### config.mk
export PLATFORM = sky130hd
export DESIGN_NAME = gamepad_source_mux
export DESIGN_NICKNAME = d
export VERILOG_FILES = /design/src/rtl/gamepad_source_mux.sv
export SDC_FILE = /design/constraint.sdc
export NUM_CORES = 1
export LEC_CHECK = 0
export CORE_ASPECT_RATIO = 1.4
export CORE_MARGIN = 4
export CORE_UTILIZATION = 46
export DETAILED_ROUTE_END_ITERATION = 6
export GPL_TIMING_DRIVEN = 0
export PLACE_DENSITY = 0.75
export SLEW_MARGIN = 5
export SYNTH_ARGS = -nofsm -noshare
export SYNTH_HDL_FRONTEND = slang
export SYNTH_SLANG_ARGS = --single-unit
### constraint.sdc
create_clock -name clk -period 1.9 [get_ports clk]
set_input_delay 0.38 -clock clk [delete_from_list [all_inputs] [get_ports clk]]
set_output_delay 0.38 -clock clk [all_outputs]
set_load 0.03 [all_outputs]
### src/rtl/gamepad_source_mux.sv
// Merges SOURCES synchronised gamepad feeds; the last-pressed source drives the ics32 pad bus.
// Define GAMEPAD_MUX_MERGE_EN to OR all present sources instead of arbitrating.
module gamepad_source_mux #(
  parameter int SOURCES     = 3,
  parameter int PLAYERS     = 2,
  parameter int BUTTONS     = 12,
  parameter int SYNC_STAGES = 2
) (
  input  logic                               clk,
  input  logic                               reset,
  input  logic [SOURCES*PLAYERS*BUTTONS-1:0] src_btn,
  input  logic [SOURCES-1:0]                 src_present,
  input  logic                               pad_latch,
  input  logic                               pad_clk,
  output logic [PLAYERS-1:0]                 pad_data,
  output logic [2:0]                         active_src,
  output logic [BUTTONS-1:0]                 pad_btn_p0
);
  localparam int PB = PLAYERS*BUTTONS;
  localparam int NB = SOURCES*PB;

  logic [NB-1:0]      btn_sync_q  [SYNC_STAGES];
  logic [SOURCES-1:0] pres_sync_q [SYNC_STAGES];
  logic [SOURCES-1:0] pres_s;
  logic [NB-1:0]      btn_m;
  logic [BUTTONS-1:0] sel_d   [PLAYERS];
  logic [BUTTONS-1:0] sel_q   [PLAYERS];
  logic [BUTTONS-1:0] shift_d [PLAYERS];
  logic [BUTTONS-1:0] shift_q [PLAYERS];
  logic               pclk_q;

  always_ff @(posedge clk) begin
    if (reset) begin
      for (int i = 0; i < SYNC_STAGES; i++) begin
        btn_sync_q[i]  <= '0;
        pres_sync_q[i] <= '0;
      end
    end else begin
      btn_sync_q[0]  <= src_btn;
      pres_sync_q[0] <= src_present;
      for (int i = 1; i < SYNC_STAGES; i++) begin
        btn_sync_q[i]  <= btn_sync_q[i-1];
        pres_sync_q[i] <= pres_sync_q[i-1];
      end
    end
  end

  assign pres_s = pres_sync_q[SYNC_STAGES-1];

  // An absent source contributes no buttons at all.
  always_comb begin
    btn_m = '0;
    for (int s = 0; s < SOURCES; s++) begin
      btn_m[s*PB +: PB] = btn_sync_q[SYNC_STAGES-1][s*PB +: PB]
                        & {PB{pres_s[s]}};
    end
  end

`ifdef GAMEPAD_MUX_MERGE_EN
  always_comb begin
    for (int p = 0; p < PLAYERS; p++) begin
      sel_d[p] = '0;
      for (int s = 0; s < SOURCES; s++) begin
        sel_d[p] = sel_d[p] | btn_m[(s*PLAYERS+p)*BUTTONS +: BUTTONS];
      end
    end
  end

  assign active_src = 3'd0;
`else
  logic [NB-1:0]      btn_prev_q;
  logic [SOURCES-1:0] press;
  logic [2:0]         act_d;
  logic [2:0]         act_q;
  logic               cur_ok;

  always_comb begin
    press = '0;
    for (int s = 0; s < SOURCES; s++) begin
      press[s] = |(btn_m[s*PB +: PB] & ~btn_prev_q[s*PB +: PB]);
    end
  end

  // A press elsewhere beats falling back after the active source drops.
  always_comb begin
    act_d  = act_q;
    cur_ok = 1'b0;
    for (int s = 0; s < SOURCES; s++) begin
      if (3'(s) == act_q) cur_ok = pres_s[s];
    end
    if (!cur_ok) begin
      act_d = 3'd0;
      for (int s = SOURCES-1; s >= 0; s--) begin
        if (pres_s[s]) act_d = 3'(s);
      end
    end
    for (int s = SOURCES-1; s >= 0; s--) begin
      if (press[s] && 3'(s) != act_q) act_d = 3'(s);
    end
  end

  always_comb begin
    for (int p = 0; p < PLAYERS; p++) begin
      sel_d[p] = '0;
      for (int s = 0; s < SOURCES; s++) begin
        if (3'(s) == act_q) begin
          sel_d[p] = btn_m[(s*PLAYERS+p)*BUTTONS +: BUTTONS];
        end
      end
    end
  end

  always_ff @(posedge clk) begin
    if (reset) begin
      btn_prev_q <= '0;
      act_q      <= 3'd0;
    end else begin
      btn_prev_q <= btn_m;
      act_q      <= act_d;
    end
  end

  assign active_src = act_q;
`endif

  always_comb begin
    for (int p = 0; p < PLAYERS; p++) begin
      shift_d[p] = shift_q[p];
      if (pad_latch) begin
        shift_d[p] = sel_q[p];
      end else if (pad_clk && !pclk_q) begin
        shift_d[p] = shift_q[p] >> 1;
      end
    end
  end

  always_ff @(posedge clk) begin
    if (reset) begin
      pclk_q <= 1'b0;
      for (int p = 0; p < PLAYERS; p++) begin
        sel_q[p]   <= '0;
        shift_q[p] <= '0;
      end
    end else begin
      pclk_q <= pad_clk;
      for (int p = 0; p < PLAYERS; p++) begin
        sel_q[p]   <= sel_d[p];
        shift_q[p] <= shift_d[p];
      end
    end
  end

  always_comb begin
    for (int p = 0; p < PLAYERS; p++) begin
      pad_data[p] = shift_q[p][0];
    end
  end

  assign pad_btn_p0 = sel_q[0];

endmodule

### After elaboration in Yosys (flattened, before gate mapping)

Memories as Yosys holds them, arrays and structs flattened.
Index checks and enable logic that the tools add are counted.
W data, S select, Z words.

| storage, ports and cells | value |
|---|---|
| bits in registers | 76 |
| bits in writable memories | 198 |
| input port bits | 79 |
| output and inout port bits | 17 |
| word-level logic and storage cells | 75 |
| memories kept | 4 |

Memories:

| name | words | width | rd ports | clocked after memory_dff | wr ports | line | text |
|---|---|---|---|---|---|---|---|
| btn_sync_q | 2 | 72 | 2 | 0 | 2 | 22 | `logic [NB-1:0] btn_sync_q [SYNC_STAGES];` |
| sel_q | 2 | 12 | 2 | 0 | 2 | 27 | `logic [BUTTONS-1:0] sel_q [PLAYERS];` |
| shift_q | 2 | 12 | 2 | 0 | 2 | 29 | `logic [BUTTONS-1:0] shift_q [PLAYERS];` |
| pres_sync_q | 2 | 3 | 2 | 0 | 2 | 23 | `logic [SOURCES-1:0] pres_sync_q [SYNC_STAGES];` |

| cells by class | value |
|---|---|
| eq/ne operators | 6 |
| muxes and demuxes | 30 |
| bitwise gates (word level) | 17 |
| reductions and logical operators | 13 |

Operators with widths:

| kind | number |
|---|---|
| $mux W12 | 14 |
| $and A24 B24 Y24 | 6 |
| $mux W72 | 2 |
| $not A24 Y24 | 3 |
| $reduce_or A24 Y1 | 3 |
| $mux W3 | 4 |
| $or A1 B1 Y1 | 8 |
| $mux W1 | 7 |
| $mux W2 | 3 |
| $logic_and A1 B1 Y1 | 4 |
| $reduce_or A4 Y1 | 1 |
| $eq A1 B3 Y1 const A | 1 |
| $eq A2 B3 Y1 const A | 1 |
| $logic_not A3 Y1 | 1 |
| $ne A1 B3 Y1 const A | 1 |
| $ne A2 B3 Y1 const A | 1 |
| $ne A3 B1 Y1 const B | 1 |
| $reduce_bool A3 Y1 | 1 |
| $reduce_or A3 Y1 | 1 |
| $ne A2 B1 Y1 const B | 1 |
| $reduce_or A2 Y1 | 1 |
| $logic_not A1 Y1 | 1 |

### Longest topological paths before layout

| depth | value |
|---|---|
| depth in word-level cells | 7 |
| mapped depth | 7 |
| mapped depth without buffers | 5 |

### Worst setup path before layout

OpenSTA, ideal clock, no wires.

| timing | value |
|---|---|
| path type | register to register |
| start | register act_q[0] (netlist: active_src[0]) |
| end | register act_q[1] (netlist: active_src[1]) |
| setup time | 0.126 ns |
| arrival | 1.524 ns |
| required time | 1.774 ns |
| path slack | 0.250 ns |
| cell stages (with the launch flop) | 7 |
| path buffers | 1 |
| period minus slack after synthesis | 1.650 ns |
| path through | dfxtp_1 > buf_2 > nor2b_1 > a2111oi_4 > nand4_1 > o41ai_2 > nor3b_1 |

| on the way | value |
|---|---|
| word-level cells in the longest chain between the ends | 5 |
| elaborated cells on any way between the ends | 15 |
| those cells by class | eq/ne (5); mux (4); reduce/logical (6) |

Ends and longest elaborated chain:

| element | line | text |
|---|---|---|
| start, declared | 74 | `logic [2:0] act_q;` |
| start signal, assigned | 119 | `act_q <= act_d;` |
| $logic_not A3 Y1 | 89 | `if (3'(s) == act_q) cur_ok = pres_s[s];` |
| $mux W1 (3 in a row) | 89 |  |
| $ne A2 B1 Y1 (no source line) | n/a |  |

Several ways; a longest one is shown, not always the timed one.
A chain may end at the register's enable or synchronous reset.

### Worst setup path after layout

| timing | value |
|---|---|
| start | register act_q[1] (netlist: active_src[1]) |
| end | output active_src[1] |

RTL lines:

| element | line | text |
|---|---|---|
| end, declared | 16 | `output logic [2:0] active_src,` |

No word-level cell between the ends.

==> results.ini <==
[pwr]
powerDensity_nw_per_um2 = 1050
internal-power_mw = 9.18
p_clk_share_pct = 43.1
p_comb_share_pct = 5.2
power.switching_mw = 2.38
p_total_mw = 11.6
irDropWorstVdd_mv = 0.715
switching_share_pct = 20.6
pwr-share-seq_pct = 51.8
p_leak_nw = 4.37

[global_route]
grt_max_degree = 18
grt_pass1_wl_mm = 29.3
grt_remaining_overflow = 0
grt_usage_pct = 16.7
antenna_found_initial = 0
grt_pass1_vias = 5749

[critical_path]
path_buf_inv = 1
crit_fanout = 6
endpoint_kind = output port
crit_family = buffers and inverters
startpoint_type = flop
arrival_ns = 1.38
worstPathRequired_ns = 1.52
slowest_stage = dlygate4sd2_1
path_class = reg2out
path_cells = dlygate4sd2_1
crit_path_max_incr_delay_ns = 0.47

[synth]
synth_top_cell_by_area = dfxtp_1
synth_cell_types = 33
netlist_area_um2 = 8970
ys_seq_area_share_pct = 60.9
synth_edf_count = 0
synth_nets = 962
async_flop_share_pct = 0
syn-instance-count = 883
ys.flop_type = dfxtp_1
synth_area_per_cell_um2 = 10.2
ys_seq_elements = 273
synth_area_leaders = dfxtp_1 61%, nor2b_1 11%, nor2_1 4.1%, and2_1 3.3%, a21oi_1 2.8%
synth.top_cell.area_share_pct = 60.9
yosysWarnings = 0

[timing]
slew_viol_final = 0
clock.fmax_ghz = 0.568
finalHoldViolCount = 0
tns_ns = 0
slew_headroom_pct = 65.7
setup-violations-final = 0
worst_clock_skew_ns = 0.0103
post-route-period-util_pct = 92.6
postLayoutSetupSlackWorst_ns = 0.140
rsz0062_at_grt = false
min_period_ns = 1.76
worstMarginPinSlew_ns = 0.515

[place]
routabilityCongestion = 0.966
io_buffer_count = 93
pre_cts_ws_ns = -0.781
place_inst = 1224
dp_hpwl_mm = 13.9

[clocking]
cts_buffers = 24
htree_levels = 1
cts_tree = built
clock_latency_ns = 0.51
path_clk_slew_ns = 0.07
cts-root-buf = clkbuf_16
cts_sinks = 273
cts.hold.buffers_added = 0
cts_buffer_depth = 3

[routing]
routed_wl_mm = 18.4
via_per_inst = 4.73
routedWlPerCell_um = 14.6
firstDrtPassIters = 5
num_vias = 5994
drtAntennaViolNets = 0
drtIter0Drc = 307
drcViolationCount = 0

[final_layout]
antennaDiodeCount = 0
n_fill_cell = 1705
fin_cells = 1266
final_layout_size_suffix_gt1_share_pct = 8.15
mostFrequentLayoutCell = dfxtp_1
regArea_um2 = 5470
syn_to_final_growth_pct = 22.9
final_cell_mix = 273 x dfxtp_1, 164 x nor2b_1, 98 x nor2_1
nets = 1081
multi_input_area_um2 = 2990

[die]
core.rowCount = 60
die_y_um = 173
die_w_um = 126
pin_count = 96
dieArea_um2 = 21800
start_util_pct = 46.7
core_um2 = 19200

[job]
drv_cap = 0

[min_path]
hold_class = in2reg

[outcome]
status = complete, no violations

==> per-stage QoR <==
step | utilization, % | cell area, um^2 | hold slack [ns]
floorplan | - | 8970 | 0.414
global placement | 53.2 | 10200 | 0.421
detailed placement | 53.2 | 10200 | 0.422
CTS | 57.4 | 11000 | 0.367
global route | 57.4 | 11000 | 0.391
finish | 57.4 | 11000 | 0.373
==> layout make-up <==
class	instances	share of cell area [%]
buffer	65	2.93
clock buffer	32	6.27
clock inverter	10	1.23
inverter	54	1.84
multi-input combinational	491	27.1
sequential	273	49.6
tap	248	2.81
timing repair buffer	93	8.26
==> sequential cells by signal, summed over array words and instances (netlist names) <==
| signal | flops |
|---|---|
| btn_sync_q | 144 |
| btn_prev_q | 72 |
| sel_q | 24 |
| shift_q | 24 |
| pres_sync_q | 6 |
| active_src | 2 |
| pclk_q | 1 |
==> path summary, 6_finish.rpt <==
| check | start | slack [ns] | end | cells past startpoint |
|---|---|---|---|---|
| worst max-delay path | active_src[1]$_SDFFE_PP0P_ | 0.14 | active_src[1] | 1 |
| worst min-delay path | pad_latch | 0.37 | shift_q[0][1]$_SDFFE_PP0P_ | 3 |
| worst max register to register | active_src[0]$_SDFFE_PP0P_ | 0.27 | active_src[1]$_SDFFE_PP0P_ | 6 |
| worst min register to register | btn_sync_q[0][3]$_SDFF_PP0_ | 0.43 | btn_sync_q[0][75]$_SDFF_PP0_ | 1 |
==> metal layers <==
metal,share of wire [%],wire length (um),track usage [%]
met1,37,6870,18.4
met2,53,9790,31.1
met3,5.6,1040,2.71
met4,4.1,750,7.56
met5,0,0,0
==> cells by family after synthesis <==
group / count (synthesis) / synth area share, %
AOI/OAI and AO/OA: 108 / 8.43
buffers and inverters: 119 / 5.81
DFF: 273 / 60.9
muxes: 22 / 2.45
other: 1 / 0.0418
and+or+nand+nor: 360 / 22.4
==> worst register-to-register path, cell delays in order, from the launching register on <==
cell and delay [ns]:
dfxtp_1 0.37, buf_2 0.22, nor2b_1 0.10, a2111oi_4 0.18
nand4_1 0.19, o41ai_2 0.37, nor3b_1 0.09
==> power groups by stage <==
stage / combinational (mW) / clock, mW / sequential (mW)
after detailed placement: 0.604 / 0 / 6.11
after global placement: 0.598 / 0 / 6.11
after global routing: 0.660 / 5.32 / 6.00
after CTS: 0.606 / 5.07 / 5.98
final: 0.599 / 4.98 / 5.98
after floorplan: 0.352 / 0 / 6.06
==> synth_stat cells, drive strengths merged, types with 2 or more instances <==
master and instances:
mux2i 22, o22ai 20, a22oi 24, inv 54
a2111oi 5, dfxtp 273, nor3 24, nor2b 169
nand2b 7, nor4 6, nand2 3, o221ai 2
clkbuf 33, nor2 98, nor3b 3, buf 32
and2 49, a21oi 50, o2111ai 2
==> what timing repair did <==
| action | 4_1_cts | 5_1_grt |
|---|---|---|
| resized for setup | 19 | 0 |
| setup endpoints to repair | 116 | 0 |
| setup buffers | 0 | 0 |
Note: power is estimated with default switching activity, not from simulation.
